### src/rtl/rf_sort_ctrl_pkg.sv
// -----------------------------------------------------------------------------
// rf_sort_ctrl_pkg
//   Shared definitions for the register-file sort sequencer.
//   - state_t : 3-bit state encoding (ST_IDLE, ST_CMP, ST_SWA, ST_SWB, ST_FIN)
//   - rf_nent : number of register-file entries for a given address width
// -----------------------------------------------------------------------------
package rf_sort_ctrl_pkg;

  typedef enum logic [2:0] {
    ST_IDLE = 3'd0,
    ST_CMP  = 3'd1,
    ST_SWA  = 3'd2,
    ST_SWB  = 3'd3,
    ST_FIN  = 3'd4
  } state_t;

  // NENT = 1 << AW : entries covered by one sort.
  function automatic int rf_nent(input int aw);
    return 1 << aw;
  endfunction

endpackage

### src/rtl/rf_sort_ctrl.sv
// -----------------------------------------------------------------------------
// rf_sort_ctrl
//   In-place ascending unsigned bubble sort over all 2^AW entries of an
//   external register file, with early exit when a pass makes no swaps.
//   The block drives the two asynchronous read ports and the single write
//   port of the register file; the top level hands it the ports while busy=1.
//
// Ports
//   clk    : clock, all state changes on posedge
//   rst    : synchronous active-high reset
//   start  : level request, only sampled in IDLE
//   busy   : high in CMP/SWA/SWB, block owns the RF ports
//   done   : one-cycle pulse (FIN) when a sort completes
//   ra0    : RF read address 0 (= i)
//   ra1    : RF read address 1 (= i+1)
//   rd0    : RF read data 0, combinational from ra0
//   rd1    : RF read data 1, combinational from ra1
//   wa     : RF write address
//   wd     : RF write data
//   we     : RF write enable
//   cnt    : busy cycles of the last or current sort, saturating
// -----------------------------------------------------------------------------
module rf_sort_ctrl
  import rf_sort_ctrl_pkg::*;
#(
  parameter int AW = 5,
  parameter int DW = 16,
  parameter int CW = 16
) (
  input  logic          clk,
  input  logic          rst,
  input  logic          start,
  output logic          busy,
  output logic          done,
  output logic [AW-1:0] ra0,
  output logic [AW-1:0] ra1,
  input  logic [DW-1:0] rd0,
  input  logic [DW-1:0] rd1,
  output logic [AW-1:0] wa,
  output logic [DW-1:0] wd,
  output logic          we,
  output logic [CW-1:0] cnt
);

  localparam int            NENT   = rf_nent(AW);
  localparam logic [AW-1:0] ONE_A  = AW'(1);
  localparam logic [AW-1:0] P_INIT = AW'(NENT - 1);
  localparam logic [CW-1:0] CNT_MAX = {CW{1'b1}};

  // Busy-cycle counter increment that sticks at all-ones instead of wrapping.
  function automatic logic [CW-1:0] cnt_sat_inc(input logic [CW-1:0] c);
    if (c == CNT_MAX)
      return c;
    else
      return c + CW'(1);
  endfunction

  // Control state
  state_t          state, state_nxt;
  logic [AW-1:0]   i_idx, i_nxt;
  logic [AW-1:0]   p_lim, p_nxt;
  logic            swapped, swapped_nxt;
  logic [CW-1:0]   cnt_r, cnt_nxt;

  // Operand pair captured in CMP, written back crosswise in SWA/SWB
  logic [DW-1:0]   a_p0, b_p0;

  logic [AW-1:0]   i_plus1;
  logic            advance;

  // i+1 never wraps because i+1 <= p <= 2^AW-1 whenever it is used.
  assign i_plus1 = i_idx + ONE_A;

  assign ra0 = i_idx;
  assign ra1 = i_plus1;
  assign cnt = cnt_r;

  // ---- next-state / output logic -------------------------------------------
  always_comb begin
    state_nxt   = state;
    i_nxt       = i_idx;
    p_nxt       = p_lim;
    swapped_nxt = swapped;
    cnt_nxt     = cnt_r;
    busy        = 1'b0;
    done        = 1'b0;
    we          = 1'b0;
    wa          = '0;
    wd          = '0;
    advance     = 1'b0;

    unique case (state)
      ST_IDLE: begin
        if (start) begin
          i_nxt       = '0;
          p_nxt       = P_INIT;
          swapped_nxt = 1'b0;
          cnt_nxt     = '0;
          state_nxt   = ST_CMP;
        end
      end

      ST_CMP: begin
        busy    = 1'b1;
        cnt_nxt = cnt_sat_inc(cnt_r);
        // Unsigned compare; equal values fall through so the sort is stable.
        if (rd0 > rd1)
          state_nxt = ST_SWA;
        else
          advance = 1'b1;
      end

      ST_SWA: begin
        busy        = 1'b1;
        we          = 1'b1;
        wa          = i_idx;
        wd          = b_p0;
        swapped_nxt = 1'b1;
        cnt_nxt     = cnt_sat_inc(cnt_r);
        state_nxt   = ST_SWB;
      end

      ST_SWB: begin
        busy    = 1'b1;
        we      = 1'b1;
        wa      = i_plus1;
        wd      = a_p0;
        cnt_nxt = cnt_sat_inc(cnt_r);
        advance = 1'b1;
      end

      ST_FIN: begin
        done      = 1'b1;
        state_nxt = ST_IDLE;
      end

      default: begin
        state_nxt = ST_IDLE;
      end
    endcase

    // Step to the next pair, or close the pass. A pass with no swaps means
    // the array is sorted; p==1 means the last pass covered a single pair.
    if (advance) begin
      if (i_plus1 < p_lim) begin
        i_nxt     = i_plus1;
        state_nxt = ST_CMP;
      end else if (!swapped || (p_lim == ONE_A)) begin
        state_nxt = ST_FIN;
      end else begin
        p_nxt       = p_lim - ONE_A;
        i_nxt       = '0;
        swapped_nxt = 1'b0;
        state_nxt   = ST_CMP;
      end
    end
  end

  // ---- control registers ---------------------------------------------------
  always_ff @(posedge clk) begin
    if (rst) begin
      state   <= ST_IDLE;
      i_idx   <= '0;
      p_lim   <= P_INIT;
      swapped <= 1'b0;
      cnt_r   <= '0;
    end else begin
      state   <= state_nxt;
      i_idx   <= i_nxt;
      p_lim   <= p_nxt;
      swapped <= swapped_nxt;
      cnt_r   <= cnt_nxt;
    end
  end

  // ---- operand capture (data only, no reset) -------------------------------
  always_ff @(posedge clk) begin
    if (state == ST_CMP) begin
      a_p0 <= rd0;
      b_p0 <= rd1;
    end
  end

endmodule

### config.mk
export PLATFORM = sky130hd
export DESIGN_NAME = rf_sort_ctrl
export DESIGN_NICKNAME = d
export VERILOG_FILES = /design/src/rtl/rf_sort_ctrl_pkg.sv /design/src/rtl/rf_sort_ctrl.sv
export SDC_FILE = /design/constraint.sdc
export NUM_CORES = 1
export LEC_CHECK = 0
export ABC_AREA = 1
export CAP_MARGIN = 20
export CORE_UTILIZATION = 40
export DETAILED_ROUTE_END_ITERATION = 8
export DONT_BUFFER_PORTS = 1
export SKIP_CTS_REPAIR_TIMING = 1
export SLEW_MARGIN = 20
export SYNTH_ARGS = -nofsm -noshare
export SYNTH_HDL_FRONTEND = slang
export SYNTH_SLANG_ARGS = --single-unit
### constraint.sdc
create_clock -name clk -period 7.48 [get_ports clk]
set_input_delay 1.122 -clock clk [delete_from_list [all_inputs] [get_ports clk]]
set_output_delay 1.122 -clock clk [all_outputs]
set_load 0.005 [all_outputs]
==> results.sh <==
export IMPL_routed_wl_mm=8.17
export IMPL_maxCapViolCount=0
export IMPL_slowest_delay_ns=0.59
export IMPL_drive_above_1_share_pct=11.8
export IMPL_synth_area_per_cell_sq_um=8.11
export IMPL_swShare_pct=29.3
export IMPL_globalplace_congestion=0.910
export IMPL_grt_pass1_vias=2929
export IMPL_ant_nets=0
export IMPL_synth_nets=509
export IMPL_path_cells="inv_1, nor2_2, inv_1, nor2_1, buf_4, a22o_1"
export IMPL_numCtsBuffers=9
export IMPL_route_detailed_drc=0
export IMPL_netlist_area_sq_mm=0.00365
export IMPL_vias_per_cell=5.23
export IMPL_whs_path_depth=2
export IMPL_dp_hpwl_mm=6.15
export IMPL_finalSetupViolCount=0
export IMPL_r2r_start="ra0[0]$_SDFF_PP0_"
export IMPL_final_period_utilization_pct=45.5
export IMPL_ioPinCount=85
export IMPL_antenna_found_initial=0
export IMPL_drtIter0Drc=125
export IMPL_fin_nets=513
export IMPL_dieArea_sq_mm=0.00951
export IMPL_finalHoldViolations=0
export IMPL_die_y_microns=97.5
export IMPL_coreArea_sq_mm=0.00876
export IMPL_yosys_cell_types_count=32
export IMPL_dp_cells=551
export IMPL_vias=2965
export IMPL_worst_pin_slew_ns=0.744
export IMPL_setup_slack_ns=4.08
export IMPL_cts_htree_levels=3
export IMPL_synthCells=450
export IMPL_clock_sinks=62
export IMPL_startpoint_type="register"
export IMPL_clock_latency_ns=0.34
export IMPL_critPathSlowestCell="nor2_1"
export IMPL_grt_overflow=0
export IMPL_synth_seq_cells=62
export IMPL_grt_pass1_wl_mm=13.6
export IMPL_cpMostUsedCell="inv_1"
export IMPL_instances_no_fill=567
export IMPL_syn2layout_area_growth_pct=8.13
export IMPL_path_clk_slew_ns=0.08
export IMPL_grt_total_usage_pct=18.0
export IMPL_path_class="register to primary output"
export IMPL_r2r_setup_slack_ns=4.74
export IMPL_reg2reg_depth=10
export IMPL_yosysWarnings=0
export IMPL_placed_area_sq_mm=0.00374
export IMPL_fp_row_count=34
export IMPL_min_period_ns=3.40
export IMPL_dieWidth_microns=97.5
export IMPL_sequentialPowerShare_pct=48.1
export IMPL_critPathCaptureType="primary output"
export IMPL_fin_area_sq_mm=0.00395
export IMPL_p_comb_share_pct=17.0
export IMPL_drt_pass1_iter_count=4
export IMPL_fin_setup_tns_ns=0
export IMPL_n_fill_cell=858
export IMPL_n_antenna_cell=0
export IMPL_cts_root_buffer="clkbuf_8"
export IMPL_p_sw_w=0.000245
export IMPL_arrival_ns=2.28
export IMPL_p_int_w=0.000591
export IMPL_seq_area_frac_synth_pct=42.8
export IMPL_start_util_pct=41.6
export IMPL_clkPwrFrac_pct=34.9
export IMPL_rsz0062_at_grt="no"
export IMPL_wire_per_inst_microns=14.4
export IMPL_dp_slack_ns=4.37
export IMPL_reg2reg_to="ra0[0]$_SDFF_PP0_"
export IMPL_slew_viol_final=0
export IMPL_maxSlewHeadroom_pct=50.2
export IMPL_power_density_mw_per_mm2=212
export IMPL_crit_fanout=11
export IMPL_io_buffers=0
export IMPL_hold_path_class="register to register"
export IMPL_cts_tree="done"
export IMPL_grt_max_degree=33
export IMPL_fmaxAchievable_mhz=294
export IMPL_clk_path_buf_depth=2
export IMPL_fin_worst_skew_ns=0.0115
export IMPL_cp_endpoint="wd[13]"
export IMPL_p_leak_nw=1.73
export IMPL_peakVddDrop_mv=0.112
export IMPL_status="completed"
export IMPL_crit_required_ns=6.36
export IMPL_crit_start="state[0]$_SDFFE_PP0P_"
==> power by group through the flow <==
stage	clock (W)	sequential, W	combinational (W)
after floorplan	0	0.000406	0.000116
after global placement	0	0.000410	0.000141
after detailed placement	0	0.000410	0.000143
after CTS	0.000304	0.000403	0.000144
after global routing	0.000322	0.000405	0.000162
final	0.000292	0.000402	0.000142
==> worst max-delay path, delay by kind of cell (launching register included) <==
family / cells / cell delay (ns)
buffers and inverters: 3 / 0.53
AO/OA/AOI/OAI: 1 / 0.19
AND/OR/NAND/NOR: 2 / 0.90
flip-flops: 1 / 0.33
==> metal layers <==
metal / wire length, microns / part of all wire, % / track usage [%] / vias to the layer above
met5: 0 / 0 / 0 / -
met4: 161 / 2.0 / 7.69 / 0
met3: 654 / 8.0 / 6.69 / 16
met2: 3930 / 48 / 30.2 / 87
met1: 3420 / 42 / 20.5 / 1364
li1: - / - / - / 1498
==> state kept, by name, summed over array words and instances (netlist names) <==
name	cells
cnt	16
state	3
p_lim	5
swapped	1
b_p0	16
ra0	5
a_p0	16
==> how the worst min path moves through the flow <==
| stage | start | end | slack (ns) |
|---|---|---|---|
| after floorplan | cnt[2]$_SDFFE_PP0P_ | cnt[2]$_SDFFE_PP0P_ | 0.49 |
| after global placement | cnt[2]$_SDFFE_PP0P_ | cnt[2]$_SDFFE_PP0P_ | 0.51 |
| after detailed placement | cnt[2]$_SDFFE_PP0P_ | cnt[2]$_SDFFE_PP0P_ | 0.52 |
| after CTS | cnt[2]$_SDFFE_PP0P_ | cnt[2]$_SDFFE_PP0P_ | 0.53 |
| after global routing | cnt[2]$_SDFFE_PP0P_ | cnt[2]$_SDFFE_PP0P_ | 0.57 |
| final | cnt[2]$_SDFFE_PP0P_ | cnt[2]$_SDFFE_PP0P_ | 0.52 |
==> cell type report <==
cell class / instances / area [sq um] / share of cell area [%]
multi-input combinational: 314 / 1790 / 45.3
sequential: 62 / 1560 / 39.6
inverter: 65 / 244 / 6.18
clock buffer: 12 / 176 / 4.47
tap: 108 / 135 / 3.43
clock inverter: 4 / 25.0 / 0.634
timing repair buffer: 2 / 15.0 / 0.381
==> synth_stat cells (all sizes together) <==
cell type	n	share of area, %
ha	24	8.2
a31o	1	0.24
o211ai	1	0.21
nand4	4	0.69
nand2	123	14
nor3	10	1.5
o21ai	21	3.5
edfxtp	32	26
a21o	1	0.21
dfxtp	30	16
o21a	1	0.21
nand3	30	4.4
buf	7	1.4
or2	2	0.34
xor2	9	2.2
nor2	42	4.5
clkbuf	2	0.21
clkinv	2	0.21
inv	63	6.5
a22o	16	3.8
a32o	2	0.55
a21oi	27	4.5
==> cell families (layout without fill, tap and decap cells) <==
logic type | after synthesis | in the layout | synth area share [%]
simple gates | 211 | 211 | 25.3
xor+xnor | 9 | 9 | 2.16
buf+inv | 74 | 83 | 8.27
flops | 62 | 62 | 42.8
fa+ha+maj | 24 | 24 | 8.23
compound gates | 70 | 70 | 13.3
==> through the flow <==
stage               hold slack (ns)  util, %  power [W]
global route                  0.568     45.0   0.000889
finish                        0.525     45.0   0.000836
floorplan                     0.492        -   0.000523
global placement              0.509     42.7   0.000551
detailed placement            0.516     42.7   0.000553
CTS                           0.526     45.0   0.000851
==> cells in the final DEF, fill, tap and decap left out, types with 9 or more instances in the layout <==
cell type | synthesis | final
nor2_1 | 39 | 38
dfxtp_1 | 30 | 30
o21ai_0 | 13 | 13
inv_1 | 60 | 60
ha_1 | 24 | 24
clkbuf_8 | 0 | 11
nand3_1 | 28 | 28
a22o_1 | 16 | 16
nor3_1 | 9 | 9
a21oi_1 | 19 | 19
nand2_1 | 114 | 114
xor2_1 | 9 | 9
edfxtp_1 | 32 | 32
(Power assumes the default switching activity.)
